File: config.mk
export PLATFORM = sky130hd
export DESIGN_NAME = seg7_scan_capture
export DESIGN_NICKNAME = d
export VERILOG_FILES = /design/src/rtl/seg7_pkg.sv /design/src/rtl/seg7_to_hex.sv /design/src/rtl/seg7_scan_capture.sv
export SDC_FILE = /design/constraint.sdc
export NUM_CORES = 1
export LEC_CHECK = 0
export BUFFER_PORTS_ARGS = -buffer_cell sky130_fd_sc_hd__clkbuf_2
export CORE_MARGIN = 1
export CORE_UTILIZATION = 40
export CTS_CLUSTER_SIZE = 10
export DETAILED_ROUTE_END_ITERATION = 16
export HOLD_SLACK_MARGIN = 0.02
export PLACE_DENSITY = 0.68
export SKIP_LAST_GASP = 1
export SYNTH_ARGS = -nofsm -noshare
export SYNTH_HDL_FRONTEND = slang
export SYNTH_SLANG_ARGS = --single-unit
File: constraint.sdc
create_clock -name clk -period 5.43 [get_ports clk]
set_input_delay 1.086 -clock clk [delete_from_list [all_inputs] [get_ports clk]]
set_output_delay 1.086 -clock clk [all_outputs]
set_load 0.05 [all_outputs]
File: src/rtl/seg7_pkg.sv
// Shared 7-segment definitions: active-low pattern table, blank code, capture FSM states.
package seg7_pkg;
  localparam logic [6:0] SEG_BLANK = 7'h7F;

  // Index n holds the active-low {g,f,e,d,c,b,a} pattern for hex digit n.
  localparam logic [15:0][6:0] SEG_TABLE = {
    7'h0E, 7'h06, 7'h21, 7'h46, 7'h03, 7'h08, 7'h18, 7'h00,
    7'h78, 7'h02, 7'h12, 7'h19, 7'h30, 7'h24, 7'h79, 7'h40
  };

  typedef enum logic [1:0] {SYNC, COLLECT, PUBLISH} state_e;

  typedef struct packed {
    logic       legal;
    logic       is_blank;
    logic [3:0] nib;
  } seg_dec_t;
endpackage

File: src/rtl/seg7_to_hex.sv
// Combinational inverse of the display encoder: segment pattern -> nibble plus legality.
module seg7_to_hex
  import seg7_pkg::*;
(
  input  logic [6:0] seg_i,
  output seg_dec_t   dec_o
);
  always_comb begin
    dec_o          = '0;
    dec_o.is_blank = (seg_i == SEG_BLANK);
    for (int i = 0; i < 16; i++) begin
      if (seg_i == SEG_TABLE[i]) begin
        dec_o.legal = 1'b1;
        dec_o.nib   = 4'(i);
      end
    end
  end
endmodule

File: src/rtl/seg7_scan_capture.sv
// Captures the multiplexed anode/segment bus and rebuilds the displayed NDIG-digit word.
module seg7_scan_capture
  import seg7_pkg::*;
#(
  parameter int NDIG        = 4,
  parameter int STABLE_CNT  = 8,
  parameter int SYNC_STAGES = 2
) (
  input  logic                   clk,
  input  logic                   rst_n,
  input  logic [NDIG-1:0]        an,
  input  logic [6:0]             seg,
  output logic [4*NDIG-1:0]      value,
  output logic                   value_valid,
  output logic [NDIG-1:0]        blank,
  output logic [NDIG-1:0]        err,
  input  logic                   err_clr
);
  localparam int         W   = NDIG + 7;
  localparam logic [7:0] STB = 8'(STABLE_CNT);

  logic [W-1:0] raw_s;

  if (SYNC_STAGES == 0) begin : g_nosync
    assign raw_s = {an, seg};
  end else begin : g_sync
    logic [SYNC_STAGES-1:0][W-1:0] sync_q;
    // Reset to the idle bus (all anodes off, all segments off).
    always_ff @(posedge clk or negedge rst_n) begin
      if (!rst_n) sync_q <= '1;
      else begin
        sync_q[0] <= {an, seg};
        for (int i = 1; i < SYNC_STAGES; i++) sync_q[i] <= sync_q[i-1];
      end
    end
    assign raw_s = sync_q[SYNC_STAGES-1];
  end

  logic [NDIG-1:0] an_n;
  logic [6:0]      seg_s;
  logic            onehot, same, acc, ill;
  seg_dec_t        dec;

  assign an_n   = ~raw_s[W-1:7];
  assign seg_s  = raw_s[6:0];
  assign onehot = (an_n != '0) && ((an_n & (an_n - 1'b1)) == '0);

  seg7_to_hex u_dec (.seg_i(seg_s), .dec_o(dec));

  logic [W-1:0]           smp_q;
  logic [7:0]             cnt_q, cnt_d;
  logic [NDIG-1:0][3:0]   nib_q, nib_d, value_q, value_d;
  logic [NDIG-1:0]        blank_q, blank_d, err_q, err_d, seen_q, seen_d;
  logic                   ferr_q, ferr_d;
  state_e                 state_q, state_d;

  assign same = (raw_s == smp_q);
  // Accept exactly once per dwell: on the cycle the count first lands on STB.
  assign acc  = onehot && (cnt_d == STB) && !(same && cnt_q == STB);
  assign ill  = acc && !dec.legal && !dec.is_blank;

  always_comb begin
    cnt_d = cnt_q;
    if (!onehot)          cnt_d = '0;
    else if (!same)       cnt_d = 8'd1;
    else if (cnt_q < STB) cnt_d = cnt_q + 8'd1;
  end

  always_comb begin
    nib_d   = nib_q;
    blank_d = blank_q;
    err_d   = err_q & ~{NDIG{err_clr}};
    if (acc) begin
      for (int i = 0; i < NDIG; i++) begin
        if (an_n[i]) begin
          if (dec.legal) begin
            nib_d[i]   = dec.nib;
            blank_d[i] = 1'b0;
          end else if (dec.is_blank) begin
            blank_d[i] = 1'b1;
          end else begin
            err_d[i]   = 1'b1;
          end
        end
      end
    end
  end

  always_comb begin
    state_d = state_q;
    seen_d  = seen_q;
    ferr_d  = ferr_q;
    value_d = value_q;
    unique case (state_q)
      SYNC: begin
        if (acc && an_n[0]) begin
          state_d = COLLECT;
          seen_d  = NDIG'(1);
          ferr_d  = ill;
        end
      end
      COLLECT: begin
        if (&seen_q) begin
          seen_d = '0;
          ferr_d = 1'b0;
          if (ferr_q) state_d = SYNC;
          else begin
            state_d = PUBLISH;
            value_d = nib_q;
          end
        end else if (acc) begin
          seen_d = seen_q | an_n;
          ferr_d = ferr_q | ill;
        end
      end
      PUBLISH: begin
        state_d = COLLECT;
        seen_d  = acc ? an_n : '0;
        ferr_d  = ill;
      end
      default: state_d = SYNC;
    endcase
  end

  always_ff @(posedge clk or negedge rst_n) begin
    if (!rst_n) begin
      smp_q   <= '1;
      cnt_q   <= '0;
      nib_q   <= '0;
      blank_q <= '0;
      err_q   <= '0;
      seen_q  <= '0;
      ferr_q  <= 1'b0;
      value_q <= '0;
      state_q <= SYNC;
    end else begin
      smp_q   <= raw_s;
      cnt_q   <= cnt_d;
      nib_q   <= nib_d;
      blank_q <= blank_d;
      err_q   <= err_d;
      seen_q  <= seen_d;
      ferr_q  <= ferr_d;
      value_q <= value_d;
      state_q <= state_d;
    end
  end

  assign value       = value_q;
  assign value_valid = (state_q == PUBLISH);
  assign blank       = blank_q;
  assign err         = err_q;
endmodule
=== After elaboration in Yosys (flattened, before gate mapping) ===
Index checks and enable logic that the tools add are counted.

* Register bits after elaboration: 88
* Latch bits: 0
* RAM bits: 0
* Memory bits (read-only): 0
* Bits of input ports: 14
* Output and inout port bits: 25
* Word-level logic and storage cells: 144
* Memories kept: 0

* $add $sub $neg: 2
* Multipliers: 0
* Div/mod/pow operators: 0
* Order comparisons: 1
* Eq/ne operators: 24
* Shift operators: 0
* Muxes and demuxes: 62
* Bitwise operators: 7
* Reductions and logical operators: 28

{| class="wikitable"
|+ Operators by type and width
! operator !! count
|-
| 4-bit two-way mux || 13
|-
| 7-bit equality test, second input constant || 5
|-
| 1-bit two-way mux || 34
|-
| 3-bit AND reduction || 9
|-
| 8-bit two-way mux || 3
|-
| 7-bit by 5-bit equality test with 1-bit output, second input constant || 3
|-
| 7-bit by 6-bit equality test with 1-bit output, second input constant || 3
|-
| 8-bit by 4-bit equality test with 1-bit output, second input constant || 2
|-
| 7-bit by 2-bit equality test with 1-bit output, second input constant || 2
|-
| 7-bit by 4-bit equality test with 1-bit output, second input constant || 2
|-
| 3-bit two-way mux || 4
|-
| 4-bit one-hot mux with 3 select lines || 1
|-
| 11-bit equality test || 1
|-
| 2-bit two-way mux || 5
|-
| 8-bit by 1-bit adder with 8-bit output, second input constant || 1
|-
| 4-bit bitwise AND || 2
|-
| 8-bit by 4-bit < comparator with 1-bit output, second input constant || 1
|-
| 4-bit NOT || 2
|-
| 7-bit by 3-bit equality test with 1-bit output, second input constant || 1
|-
| 1-bit logical AND || 7
|-
| 7-bit zero test || 1
|-
| 2-bit one-hot mux with 3 select lines || 1
|-
| 6-bit AND reduction || 1
|-
| 4-bit zero test || 1
|-
| other kinds (16) || 19
|}

=== Depth between registers and ports, before layout ===
* Depth after elaboration: 24
* Depth in mapped cells: 9
* Gate-level depth less buffers: 8

=== Modules after synthesis ===
From an unflattened synthesis, not the netlist that was laid out.

* Cells, all modules: 317
* Area, all modules: 4022.6 um^2

{| class="wikitable"
|+ By module, submodules not included
! module !! instances !! cells each !! area an instance (um^2) !! seq. area each (um^2)
|-
| seg7_scan_capture || 1 || 260 || 3587.2 || 2243.4
|-
| seg7_to_hex || 1 || 57 || 435.4 || 0.0
|}

=== Worst setup path before layout ===
No wires, ideal clock.

* Path type: reg2reg
* Start: register g_sync.sync_q, in the netlist raw_s[9]
* End: register nib_q[10] in the netlist's numbering
* Library setup time: 0.128 ns
* Arrival time: 2.240 ns
* Data required time: 5.302 ns
* Path slack: 3.063 ns
* Cell stages (with the launch flop): 9
* Path buffers: 2
* Clock period less this slack: 2.367 ns
* Path through: dfstp_2 buf_2 xor2_1 nor4_2 nand4bb_1 buf_2 or3_4 nor3_4 mux2_1

* Longest elaborated chain between the ends: 10
* Elaborated cells between the ends (all ways): 15
* Classes of those cells: 1 x add/sub; 2 x eq/ne; 2 x mux; 2 x bitwise; 8 x reduce/logical

{| class="wikitable"
|+ RTL lines
! item !! RTL line !! text
|-
| start, declared || seg7_scan_capture.sv:27 || <nowiki>logic [SYNC_STAGES-1:0][W-1:0] sync_q;</nowiki>
|-
| 4-bit NOT || seg7_scan_capture.sv:44 || <nowiki>assign an_n = ~raw_s[W-1:7];</nowiki>
|-
| 4-bit by 1-bit subtractor with 4-bit output || seg7_scan_capture.sv:46 || <nowiki>assign onehot = (an_n != '0) && ((an_n & (an_n - 1'b1)) == '0);</nowiki>
|-
| 4-bit bitwise AND || seg7_scan_capture.sv:46 ||
|-
| 4-bit zero test || seg7_scan_capture.sv:46 ||
|-
| 1-bit logical AND || seg7_scan_capture.sv:46 ||
|-
| 8-bit two-way mux || seg7_scan_capture.sv:64 || <nowiki>if (!onehot) cnt_d = '0;</nowiki>
|-
| 8-bit by 4-bit equality test with 1-bit output || seg7_scan_capture.sv:59 || <nowiki>assign acc = onehot && (cnt_d == STB) && !(same && cnt_q == STB);</nowiki>
|-
| 1-bit logical AND (2 in series) || seg7_scan_capture.sv:59 ||
|-
| 3-bit AND reduction (no line) * || - ||
|-
| end signal, assigned || seg7_scan_capture.sv:139 || <nowiki>nib_q <= nib_d;</nowiki>
|-
| end, declared || seg7_scan_capture.sv:52 || <nowiki>logic [NDIG-1:0][3:0] nib_q, nib_d, value_q, value_d;</nowiki>
|}

Mark *: on every way between the ends. The rest lies on a longest branch, timed or not.
A chain may end at the register's enable or synchronous reset.

=== Worst setup path in the final report ===
* Start: register g_sync.sync_q, in the netlist raw_s[8]
* End: register nib_q[10] in the netlist's numbering

* Longest elaborated chain between the ends: 10
* Elaborated cells between the ends (all ways): 15
* Classes of those cells: 1 x add/sub; 2 x eq/ne; 2 x mux; 2 x bitwise; 8 x reduce/logical

{| class="wikitable"
|+ RTL lines
! item !! RTL line
|-
| 4-bit NOT || seg7_scan_capture.sv:44
|-
| 4-bit by 1-bit subtractor with 4-bit output || seg7_scan_capture.sv:46
|-
| 4-bit bitwise AND || seg7_scan_capture.sv:46
|-
| 4-bit zero test || seg7_scan_capture.sv:46
|-
| 1-bit logical AND || seg7_scan_capture.sv:46
|-
| 8-bit two-way mux || seg7_scan_capture.sv:64
|-
| 8-bit by 4-bit equality test with 1-bit output || seg7_scan_capture.sv:59
|-
| 1-bit logical AND || seg7_scan_capture.sv:59
|-
| 1-bit logical AND * || seg7_scan_capture.sv:59
|-
| 3-bit AND reduction (no line) * || -
|}

Marked as above.

==> summary.md <==
| Metric | Value |
|---|---|
| Peak Freq | `322 MHz` |
| Routed wire length | `7340 um` |
| Initial antenna violation count | `0` |
| Layout area overhead | `13.7%` |
| Vias in the first global route | `2520` |
| # placed instances | `466` |
| VDD IR max | `149 uV` |
| Worst hold path type | `flip-flop to flip-flop` |
| DIE HEIGHT | `100 um` |
| Async S/R FF share, synth | `100%` |
| RSZ-0062 raised after global routing | `false` |
| ANT nets after route | `0` |
| Final period utilization | `57.2%` |
| DP HPWL | `5160 um` |
| Final setup vio count | `0` |
| Synthesized instance count | `312` |
| Status | `finished, final reports clean` |
| Sequential Area | `2240 um2` |
| Critical R2R Launch | `raw_s[8]` |
| Worst Reg-to-Reg Cells | `6` |
| Part of the Yosys area used for sequential elements | `58.2%` |
| Hold Path Sink | `raw_s[9]` |
| H-tree Lvls | `3` |
| Die X | `100 um` |
| Final Wtd Congestion | `0.874` |
| Synth unique cells | `53` |
| WP data required | `5.66 ns` |
| Iter 0 DRT Violations | `121` |
| Top FF cell, synth | `dfrtp_1` |
| Power per cell area | `286 nW/um2` |
| Critical path start-end classification | `flip-flop to flip-flop` |
| Final setup skew | `0.0114 ns` |
| CP Max Fanout | `17` |
| Core area | `9280 um2` |
| Worst slew margin | `52.7%` |
| Finished Layout Cells | `482` |
| Synth Register Bits | `88` |
| Static leakage power | `1.97 nW` |
| Hold Crit Depth | `0` |
| Clock sink count | `88` |
| Multi-input logic area | `1470 um2` |
| DR pass1 iterations | `4` |
| Hold Buf Count CTS | `0` |
| Via density | `5.24` |
| Cell Area, Synth | `3860 um2` |
| First-pass GRT wire length | `12600 um` |
| Max-Cap Viols | `0` |
| Commonest non-fill, non-tap cell in the layout | `dfrtp_1` |
| Min Clock Period, post-route | `3.11 ns` |
| Largest net degree at the start of global routing | `55` |
| # IOs | `39` |
| CTS tree | `built` |
| DR DRC count | `0` |
| Site row count | `35` |
| HP Start | `g_sync.sync_q[9]` |
| Vias post-DR | `2525` |
| Setup_tns | `0 ns` |
| R2r setup slk | `2.32 ns` |
| Arrival @ worst endpoint | `3.34 ns` |
| Die Area | `10000 um2` |
| Fin. Hold Viols | `0` |
| Most frequent cells in the layout | `dfrtp_1 (55), clkbuf_2 (37), dfstp_2 (33), mux2_2 (19), inv_1 (18)` |
| Nature of the critical path endpoint | `flip-flop` |
| Fillers | `873` |
| Final net count | `368` |
| Synth warnings | `0` |
| Starting Density | `41.5%` |
| Total gr overflow | `0` |
| Post-synth EDFFs | `0` |
| Tot GR Track Use | `16.2%` |
| Setup crit start kind | `flip-flop` |
| Post-CTS Setup Bufs | `0` |
| PostCTS Resize Cnt | `0` |
| Ant diodes | `0` |
| Syn_nets | `332` |
| Clk_lat worst skew | `0.35 ns` |
| Final Max Slew Viols | `0` |
| Worst-Margin Slew | `0.705 ns` |
| Longest Clk Path Bufs | `2` |
| Total clock buffers created by CTS | `9` |
| CTS clk-pin slew, worst paths | `0.09 ns` |
| Wire length per cell | `15.2 um` |
| I/O Buffers | `38` |
| Reg2reg end | `nib_q[10]` |
| Layout cells sized above 1 | `33.7%` |
| Syn_area_per_cell | `12.4 um2` |
| Root Driver | `clkbuf_8` |
==> how the worst max path moves through the flow <==
stage	depth (start not counted)	slack [ns]	start	end
after global routing	6	2.13	raw_s[8]	nib_q[10]
final	6	2.32	raw_s[8]	nib_q[10]
after floorplan	8	3.06	raw_s[9]	nib_q[10]
after CTS	6	2.26	raw_s[8]	nib_q[10]
after detailed placement	6	2.29	raw_s[8]	nib_q[10]
after global placement	6	2.39	raw_s[4]	nib_q[8]
==> cells in the mapped netlist, types with 5 or more instances <==
master	instances	share of area, %
nor3_1	13	1.7
mux2_1	10	2.9
xor2_1	12	2.7
mux2_2	19	5.5
o21ai_0	7	0.91
nor3b_1	5	0.97
xnor2_1	6	1.4
nand2_1	8	0.78
o22ai_1	5	0.81
a21oi_1	12	1.6
ha_1	6	1.9
dfstp_2	33	22
nor2_1	17	1.7
o31ai_1	8	1.6
dfrtp_1	55	36
inv_1	18	1.8
nand3_1	7	0.91
buf_2	12	1.6
==> final cells by class <==
| class | instances | area share (%) |
|---|---|---|
| clock buffer | 13 | 4.34 |
| inverter | 18 | 1.54 |
| timing repair buffer | 40 | 4.74 |
| tap | 129 | 3.68 |
| clock inverter | 3 | 0.970 |
| multi-input combinational | 191 | 33.6 |
| sequential | 88 | 51.2 |
==> layer usage <==
| layer | share of wire (%) | up-vias | global-route usage (%) | wire length (um) |
|---|---|---|---|---|
| met4 | 0.93 | 0 | 4.79 | 68 |
| li1 | - | 1189 | - | - |
| met2 | 48 | 55 | 24.9 | 3530 |
| met3 | 3.5 | 6 | 4.25 | 257 |
| met5 | 0 | - | 0 | 0 |
| met1 | 47 | 1275 | 22.5 | 3490 |
==> critical path, stage by stage (launching register included) <==
cell	delay (ns)
dfstp_2	0.67
xor2_1	0.12
nor4_2	0.32
nand4bb_1	0.61
or3_4	0.66
nor3_4	0.23
mux2_1	0.36
==> cell families after synthesis <==
family	after synthesis	share of synthesized area, %
and+or+nand+nor	84	14.0
adders and majority gates	6	1.95
buffers and inverters	33	3.79
AOI/OAI and AO/OA	53	9.31
xor gates and xnor gates	18	4.09
DFF	88	58.2
muxes	30	8.73
==> registers in the layout, indices dropped and copies added (netlist names) <==
| register | flops |
|---|---|
| raw_s | 11 |
| nib_q | 16 |
| blank | 4 |
| smp_q | 11 |
| ferr_q | 1 |
| cnt_q | 8 |
| g_sync.sync_q | 11 |
| seen_q | 4 |
| value | 16 |
| state_q | 2 |
| err | 4 |
==> metrics by stage <==
stage | cell area, um2 | setup WS, ns | hold slack (ns) | total power, mW | utilization, %
2_1_floorplan | 3860 | 3.06 | 0.345 | 0.735 | -
3_3_place_gp | 4150 | 2.39 | 0.345 | 0.762 | 44.7
3_5_place_dp | 4150 | 2.29 | 0.347 | 0.763 | 44.7
4_1_cts | 4390 | 2.26 | 0.359 | 1.27 | 47.2
5_1_grt | 4390 | 2.13 | 0.361 | 1.31 | 47.2
6_report | 4390 | 2.32 | 0.354 | 1.26 | 47.2
==> power by group <==
| group | total, mW | switching (mW) | internal (mW) |
|---|---|---|---|
| Combinational | 0.0509 | 0.0318 | 0.0192 |
| Sequential | 0.698 | 0.0198 | 0.679 |
| Clock | 0.506 | 0.227 | 0.279 |
| Total | 1.26 | 0.278 | 0.977 |
Note: power is estimated with default switching activity, not from simulation.
